[src/rtl/ceespu_fetch.sv]
// ceespu_fetch: instruction-fetch stage, PC owner with one-entry skid register feeding decode.
// Define CEESPU_FETCH_INT_EN to enable interrupt-entry injection.
module ceespu_fetch #(
   parameter logic [13:0] RESET_PC   = 14'h0000,
   parameter logic [13:0] INT_VECTOR = 14'h0004,
   parameter logic [31:0] NOP_INSTR  = 32'h00000000,
   parameter logic [31:0] INT_INSTR  = 32'h00000000
) (
   input  logic        I_clk,
   input  logic        I_rst,
   input  logic        I_stall,
   input  logic        I_branch,
   input  logic [13:0] I_branchTarget,
   input  logic        I_interrupt,
   input  logic        I_interrupts_enabled,
   input  logic [31:0] I_imem_data,
   output logic [13:0] O_imem_addr,
   output logic [31:0] O_instruction,
   output logic [13:0] O_PC,
   output logic        O_valid,
   output logic        O_did_interrupt
);
   typedef enum logic {S_BUBBLE, S_RUN} state_t;
   state_t      state, state_n;
   logic [13:0] pc_q, issued_pc;
   logic        issued_v, skid_v, take;
   logic [31:0] skid;
`ifdef CEESPU_FETCH_INT_EN
   assign take = I_interrupt & I_interrupts_enabled & !I_stall & !I_branch & (state == S_RUN);
`else
   logic unused_int;
   assign unused_int = I_interrupt ^ I_interrupts_enabled;
   assign take = 1'b0;
`endif
   assign O_imem_addr = pc_q;
   always_comb begin
      state_n         = (I_branch || take) ? S_BUBBLE : S_RUN;
      O_PC            = issued_pc;
      O_did_interrupt = take;
      O_valid         = take || (state == S_RUN && issued_v);
      O_instruction   = take ? INT_INSTR : (state == S_BUBBLE) ? NOP_INSTR : skid_v ? skid : I_imem_data;
   end
   // A bubble ignores stall: nothing valid is presented, so it can safely issue the next fetch.
   always_ff @(posedge I_clk) begin
      if (I_rst) begin
         state     <= S_BUBBLE;
         pc_q      <= RESET_PC;
         issued_pc <= 14'd0;
         issued_v  <= 1'b0;
         skid_v    <= 1'b0;
         skid      <= 32'd0;
      end else begin
         state <= state_n;
         if (I_branch) begin
            pc_q     <= I_branchTarget;
            issued_v <= 1'b0;
            skid_v   <= 1'b0;
         end else if (take) begin
            pc_q     <= INT_VECTOR;
            issued_v <= 1'b0;
            skid_v   <= 1'b0;
         end else if (state == S_BUBBLE || !I_stall) begin
            pc_q      <= pc_q + 14'd1;
            issued_pc <= pc_q;
            issued_v  <= 1'b1;
            skid_v    <= 1'b0;
         end else if (!skid_v) begin
            skid   <= I_imem_data;
            skid_v <= 1'b1;
         end
      end
   end
endmodule

[config.mk]
export PLATFORM = sky130hd
export DESIGN_NAME = ceespu_fetch
export DESIGN_NICKNAME = d
export VERILOG_FILES = /design/src/rtl/ceespu_fetch.sv
export SDC_FILE = /design/constraint.sdc
export NUM_CORES = 1
export LEC_CHECK = 0
export BUFFER_PORTS_ARGS = -buffer_cell sky130_fd_sc_hd__clkbuf_2
export CORE_ASPECT_RATIO = 1.1
export CORE_MARGIN = 2
export CORE_UTILIZATION = 53
export DETAILED_ROUTE_END_ITERATION = 10
export GPL_ROUTABILITY_DRIVEN = 0
export MAX_ROUTING_LAYER = met4
export PLACE_DENSITY_LB_ADDON = 0.15
export SLEW_MARGIN = 20
export SYNTH_ARGS = -nofsm -noshare
export SYNTH_HDL_FRONTEND = slang
export SYNTH_SLANG_ARGS = --single-unit
export TNS_END_PERCENT = 1
[constraint.sdc]
create_clock -name I_clk -period 2.85 [get_ports I_clk]
set_input_delay 0.285 -clock I_clk [delete_from_list [all_inputs] [get_ports I_clk]]
set_output_delay 0.285 -clock I_clk [all_outputs]
set_load 0.1 [all_outputs]
==> results by group, run 1 <==
Outcome
  – Outcome: complete, no violations

Route
  – DR vias/cell: about 5.1
  – DRT Pass-1 Iters: 4
  – Wire per inst: 13.0 µm
  – Vias: between 2,000 and 3,000
  – Residual DRC: 0
  – Post-route ant nets: 0
  – Final Routed Wirelength: 7280 µm
  – Drt first-iter violations: 117

Timing
  – Final setup fails: 0
  – Max Clock Skew: 0.00774 ns
  – Max-slew violations: 0
  – RSZ-0062 raised after global routing: false
  – Slew headroom: 27.3%
  – Maximum clock frequency: 0.439 GHz
  – Final TNS setup: 0 ns
  – Final hold violations: 0
  – Worst-margin pin slew: about 1.1 ns
  – Crit share post-route: 79.9%
  – Crit path time final: 2.28 ns
  – Setup ws final: between 0.5 and 0.6 ns

Synthesis
  – Avg Synthesized Cell Area: 7.99 µm²
  – Compound-cell area share of the yosys netlist: 13.5%
  – Area share of the largest cell type after synthesis: 41.4%
  – Post-synthesis mux area share: 11.9%
  – Synthesized area: 3040 µm²
  – Flops & latches, synth: 63
  – Ranking of synthesized cells by area: dfxtp_1, nand2_1, mux2i_1
  – Syn Inst Count: 381
  – Count of different cell masters after synthesis: 31
  – YS warnings: 0
  – Post-synthesis sequential area ratio: 41.4%
  – Synth Area in Adders: 0.411%
  – Syn nets: 434
  – Synth Area in XOR/XNOR: ~3.5%
  – Simple-gate share of the synthesized area: 23.1%
  – Largest family of logic cells by synthesized area: simple AND/OR/NAND/NOR gates
  – Post-synth top area cell: dfxtp_1

Placed design
  – Place WS: about 0.89 ns
  – Dpl hpwl: 4870 µm
  – Port buffer count: 110

CTS
  – CTS Buf Count: 9
  – CTS tree: yes
  – Hold buffers post-CTS: 0
  – Setup Buffers After CTS: 0
  – Reg clk slew, reported paths: 0.07 ns
  – Clock sink total: 63
  – Clock root buffer master: clkbuf_8
  – CTS resizes: 0
  – Clock Tree Buf Depth: 2
  – Clock latency on the worst-skew pair: roughly 0.35 ns
  – # H-tree levels: 3

Worst hold path
  – Hold WC Path Type: input pin to flop

Cells and area
  – Area grow syn2layout: 25.4%
  – Ratio of cells with drive above 1 in the final layout: around 28%
  – N_diodes: 0
  – Final net count: 533
  – Fillers: 499

Die
  – Die width: about 76 µm
  – Full die area: 6360 µm²
  – Initial Utilization: 55.7%
  – Core area: 5470 µm²
  – Row cnt: 28
  – Die height: 83.5 µm
  – # IOs: 114

Power and ir drop
  – P per Cell Area: 603 nW/µm²
  – Worst vdd ir: approximately 0.56 mV
  – Leak: 1.64 nW

Critical path
  – Crit. End Element: output port
  – Setup CP Type: flop to output port
  – CP max stage cell: buf_4
  – Critical path, cell by cell: buf_4 > mux2i_1 > nor2b_1 > clkbuf_2
  – Startpoint types: flop
  – Worst path max stage delay: 0.48 ns
  – Crit Path Max Fanout: 32
  – CP required: roughly 2.6 ns
  – Crit path DAT: 1.99 ns

Global route
  – Largest net degree at the start of global routing: 38
  – Initial antenna violation count: 0
  – GRT overflow: 0
  – Vias in the first global route: around 2,700
  – GRT Overall Usage: 23.8%
  – First-pass GRT wire length: 11,900 µm

Flow run
  – Max cap viols: 0
final cells by class:
cell class	count	area (µm²)	share of cell area, %
multi-input combinational	277	1600	42.0
sequential	63	1260	33.1
timing repair buffer	117	603	15.8
clock buffer	13	169	4.43
tap	75	93.8	2.46
inverter	12	45.0	1.18
clock inverter	3	40.0	1.05
placed cells by master, fill, tap and decap left out, types with 4 or more instances in the layout:
master and n:
dfxtp_1 62, inv_1 12, buf_4 7, nor2b_1 32, o21a_1 11, nand4_1 4
nor2_1 4, a21oi_1 58, mux2i_1 35, xor2_1 10, nor4_1 5, nand2_1 96
clkbuf_2 110, nor3_1 4, clkbuf_8 12
routing by layer:
metal	GRT usage [%]	routed length, µm	up-vias
li1	-	-	1450
met1	26.8	3200	1309
met2	40.5	3550	89
met3	4.22	372	15
met4	12.1	166	0
met5	-	0	-
path summary, 6_finish.rpt:
kind	end	cells after the start	start	slack, ns
worst max-delay path	O_instruction[8]	4	skid_v	0.57
worst min-delay path	skid[13]	3	I_imem_data[13]	0.17
worst max register to register	skid[23]	4	state	0.99
worst min register to register	skid[26]	2	skid[26]	0.45
per-stage QoR:
stage          hold slack, ns  power [W]  util, %  std cells  cell area, µm²
5_1_grt                 0.172    0.00238     69.8        560            3820
4_1_cts                 0.160    0.00231     69.8        560            3820
3_5_place_dp            0.449    0.00151     66.0        544            3610
6_report                0.166    0.00230     69.8        560            3820
3_3_place_gp            0.441    0.00150     66.0        544            3610
2_1_floorplan           0.421    0.00140        -        381            3040
cell usage after synthesis, drive strengths merged:
| cell | count |
|---|---|
| a21bo | 1 |
| a21boi | 1 |
| a21o | 1 |
| a21oi | 59 |
| and2 | 1 |
| buf | 14 |
| clkbuf | 15 |
| conb | 1 |
| dfxtp | 63 |
| ha | 1 |
| inv | 12 |
| mux2 | 1 |
| mux2i | 35 |
| nand2 | 96 |
| nand2b | 1 |
| nand3 | 3 |
| nand4 | 4 |
| nor2 | 4 |
| nor2b | 32 |
| nor3 | 5 |
| nor4 | 5 |
| o21a | 11 |
| o21ai | 1 |
| or3 | 2 |
| xnor2 | 2 |
| xor2 | 10 |
critical path: cells and delay by family, from the launching register on:
kind                   cells  cell delay [ns]
multiplexers               1             0.19
buffers and inverters      2             0.95
AND/OR/NAND/NOR            1             0.15
flip-flops                 1             0.36
flip-flops by register name, indices dropped and copies added (netlist names):
| register | flops |
|---|---|
| O_PC | 14 |
| O_imem_addr | 14 |
| issued_v | 1 |
| skid | 32 |
| skid_v | 1 |
| state | 1 |
power breakdown:
group	internal [W]	total [W]	switching [W]
logic	0.000113	0.000540	0.000427
clock network	0.000473	0.000813	0.000340
registers	0.000915	0.000948	0.0000331
cells by family after synthesis:
logic type	after synthesis
simple gates	153
compound gates	74
flops	63
buf+inv	41
mux	36
xor+xnor	12
fa+ha+maj	1
other cells	1
Power figures use the tool's default switching activity.
==> run 2: changes to the inputs <==
--- a/config.mk
+++ b/config.mk
@@ -8,7 +8,7 @@
 export BUFFER_PORTS_ARGS = -buffer_cell sky130_fd_sc_hd__clkbuf_2
 export CORE_ASPECT_RATIO = 1.1
 export CORE_MARGIN = 2
-export CORE_UTILIZATION = 53
+export CORE_UTILIZATION = 44
 export DETAILED_ROUTE_END_ITERATION = 10
 export GPL_ROUTABILITY_DRIVEN = 0
 export MAX_ROUTING_LAYER = met4
==> constraint.sdc (replaced) <==
create_clock -name I_clk -period 2 [get_ports I_clk]
set_input_delay 0.2 -clock I_clk [delete_from_list [all_inputs] [get_ports I_clk]]
set_output_delay 0.2 -clock I_clk [all_outputs]
set_load 0.1 [all_outputs]
==> run 2 against run 1 <==
Clock skew fell by 0.0018 ns. First-iteration DRC count grew 0.85%. Non-clock buffer count increased by 3. Critical path type unchanged.
==> results by group, run 2 (synthesized netlist as in run 1, its figures left out) <==
Outcome
  – Outcome: complete, no violations (unchanged)

Cells and area
  – Commonest non-fill, non-tap cell in the layout: nand2_1 (was clkbuf_2)
  – Post-route cell area: 4320 µm² (was 3820 µm²)
  – Commonest cells after routing, fill and taps aside: nand2_1, clkbuf_2, dfxtp_1, a21oi_1, mux2i_1 (was clkbuf_2, nand2_1, dfxtp_1, a21oi_1, mux2i_1)
  – Reg area: 1260 µm² (unchanged)
  – Ratio of cells with drive above 1 in the final layout: 28.4% (was 28.0%)
  – Area occupied by multi-input gates: 1610 µm² (was 1600 µm²)
  – Most flops, register: skid (unchanged)
  – Final net count: 536 (was 533)
  – Area grow syn2layout: 41.9% (was 25.4%)
  – N_diodes: 0 (unchanged)
  – Fillers: 562 (was 499)
  – Max FFs per register: 32 (unchanged)

CTS
  – Hold buffers post-CTS: 0 (unchanged)
  – CTS resizes: 0 (unchanged)
  – Setup Buffers After CTS: 0 (unchanged)
  – Clock sink total: 63 (unchanged)
  – Clock root buffer master: clkbuf_8 (unchanged)
  – # H-tree levels: 3 (unchanged)
  – Clock Tree Buf Depth: 2 (unchanged)
  – Clock latency on the worst-skew pair: 0.34 ns (was 0.35 ns)
  – Reg clk slew, reported paths: 0.06 ns (was 0.07 ns)
  – CTS Buf Count: 9 (unchanged)
  – CTS tree: yes (unchanged)

Timing
  – Final hold violations: 0 (unchanged)
  – RSZ-0062 raised after global routing: false (unchanged)
  – Max-slew violations: 0 (unchanged)
  – Crit share post-route: 90.3%
  – Maximum clock frequency: 0.554 GHz
  – Slew headroom: 62.7% (was 27.3%)
  – Final TNS setup: 0 ns (unchanged)
  – Worst-margin pin slew: 0.560 ns (was 1.09 ns)
  – Max Clock Skew: 0.00598 ns (was 0.00774 ns)
  – Final setup fails: 0 (unchanged)
  – Crit path time final: 1.81 ns
  – Hold_ws: 0.0871 ns (was 0.166 ns)

Critical path
  – Crit Path Max Fanout: 22 (was 32)
  – Cell family with most CP delay: buffers and inverters (unchanged)
  – Crit. End Element: output port (unchanged)
  – Setup CP Type: flop to output port (unchanged)
  – CP bufs+invs: 2 (unchanged)
  – Crit path DAT: 1.61 ns (was 1.99 ns)
  – CP max stage cell: buf_4 (unchanged)
  – Worst path max stage delay: 0.35 ns (was 0.48 ns)
  – Startpoint types: flop (unchanged)
  – CP required: 1.80 ns (was 2.57 ns)
  – Critical path, cell by cell: buf_4 > mux2i_1 > nor2b_1 > buf_12 (was buf_4 > mux2i_1 > nor2b_1 > clkbuf_2)

Worst hold path
  – Hold WC Path Type: input pin to flop (unchanged)

Route
  – Residual DRC: 0 (unchanged)
  – Wire per inst: 12.8 µm (was 13.0 µm)
  – DR vias/cell: 5.02 (was 5.11)
  – DRT Pass-1 Iters: 4 (unchanged)
  – Post-route ant nets: 0 (unchanged)
  – Vias: 2,849 (was 2,863)
  – Drt first-iter violations: 118 (was 117)
  – Final Routed Wirelength: 7270 µm (was 7280 µm)

Die
  – Core area: 6630 µm² (was 5470 µm²)
  – Die width: 83.3 µm (was 76.2 µm)
  – Row cnt: 31 (was 28)
  – Die height: 91.2 µm (was 83.5 µm)
  – Initial Utilization: 45.9% (was 55.7%)
  – # IOs: 114 (unchanged)
  – Full die area: 7600 µm² (was 6360 µm²)

Flow run
  – Max cap viols: 0 (unchanged)

Power and ir drop
  – P per Cell Area: 751 nW/µm² (was 603 nW/µm²)
  – Worst vdd ir: 0.496 mV (was 0.557 mV)
  – Power Total: 0.00325 W (was 0.00230 W)
  – Leak: 1.77 nW (was 1.64 nW)

Placed design
  – Area after DPL: 4140 µm² (was 3610 µm²)
  – Port buffer count: 110 (unchanged)
  – Dpl hpwl: 5210 µm (was 4870 µm)

Global route
  – GRT Overall Usage: 20.2% (was 23.8%)
  – GRT overflow: 0 (unchanged)
  – Vias in the first global route: 2,647 (was 2,676)
  – Largest net degree at the start of global routing: 34 (was 38)
  – First-pass GRT wire length: 12,100 µm (was 11,900 µm)
  – Initial antenna violation count: 0 (unchanged)
## run 2: cell types whose count changed in the layout (fill, tap and decap cells not counted), sizes merged
| cell | before | now |
|---|---|---|
| clkinv | 2 | 0 |
| buf | 7 | 43 |
| bufinv | 1 | 0 |
| clkbuf | 123 | 91 |
## run 2: through the flow
step	utilization, %	std cells	setup slack, ns
after CTS	65.1	568	0.160
after global routing	65.1	568	0.0990
after global placement	62.4	554	0.441
after detailed placement	62.4	554	0.423
final	65.1	568	0.195
after floorplan	-	381	-0.478
## run 2: final cells by class
type / instances / area share (%)
Tap cell: 82 / 2.38
Sequential cell: 63 / 29.2
Inverter: 12 / 1.04
Timing Repair Buffer: 120 / 26.0
Clock buffer: 14 / 4.23
Multi-Input combinational cell: 277 / 37.2
## run 2: worst reg2reg max path: stages, from the launching register on
cell and delay, ns:
dfxtp_1 0.41, nand2_1 0.26, or3_1 0.37, buf_4 0.24, nand2_1 0.11, a21oi_1 0.06
## run 2: worst paths after layout
| path | startpoint | to | slack, ns | cells after the start |
|---|---|---|---|---|
| worst max-delay path | skid_v | O_instruction[0] | 0.19 | 4 |
| worst min register to register | skid[1] | skid[1] | 0.45 | 2 |
| worst min-delay path | I_imem_data[17] | skid[17] | 0.09 | 3 |
| worst max register to register | state | skid[13] | 0.41 | 5 |
## run 2: power breakdown
part	internal [W]	leakage, nW	total, W	switching [W]
Sequential	0.00130	0.515	0.00135	0.0000462
Clock	0.000573	0.0946	0.00103	0.000458
Combinational	0.000245	1.16	0.000865	0.000620
## run 2: per-layer routing
layer | wire length, µm | track usage (%)
met4 | 163 | 10.7
met5 | 0 | -
met3 | 353 | 3.55
met1 | 3160 | 23.6
met2 | 3590 | 33.1
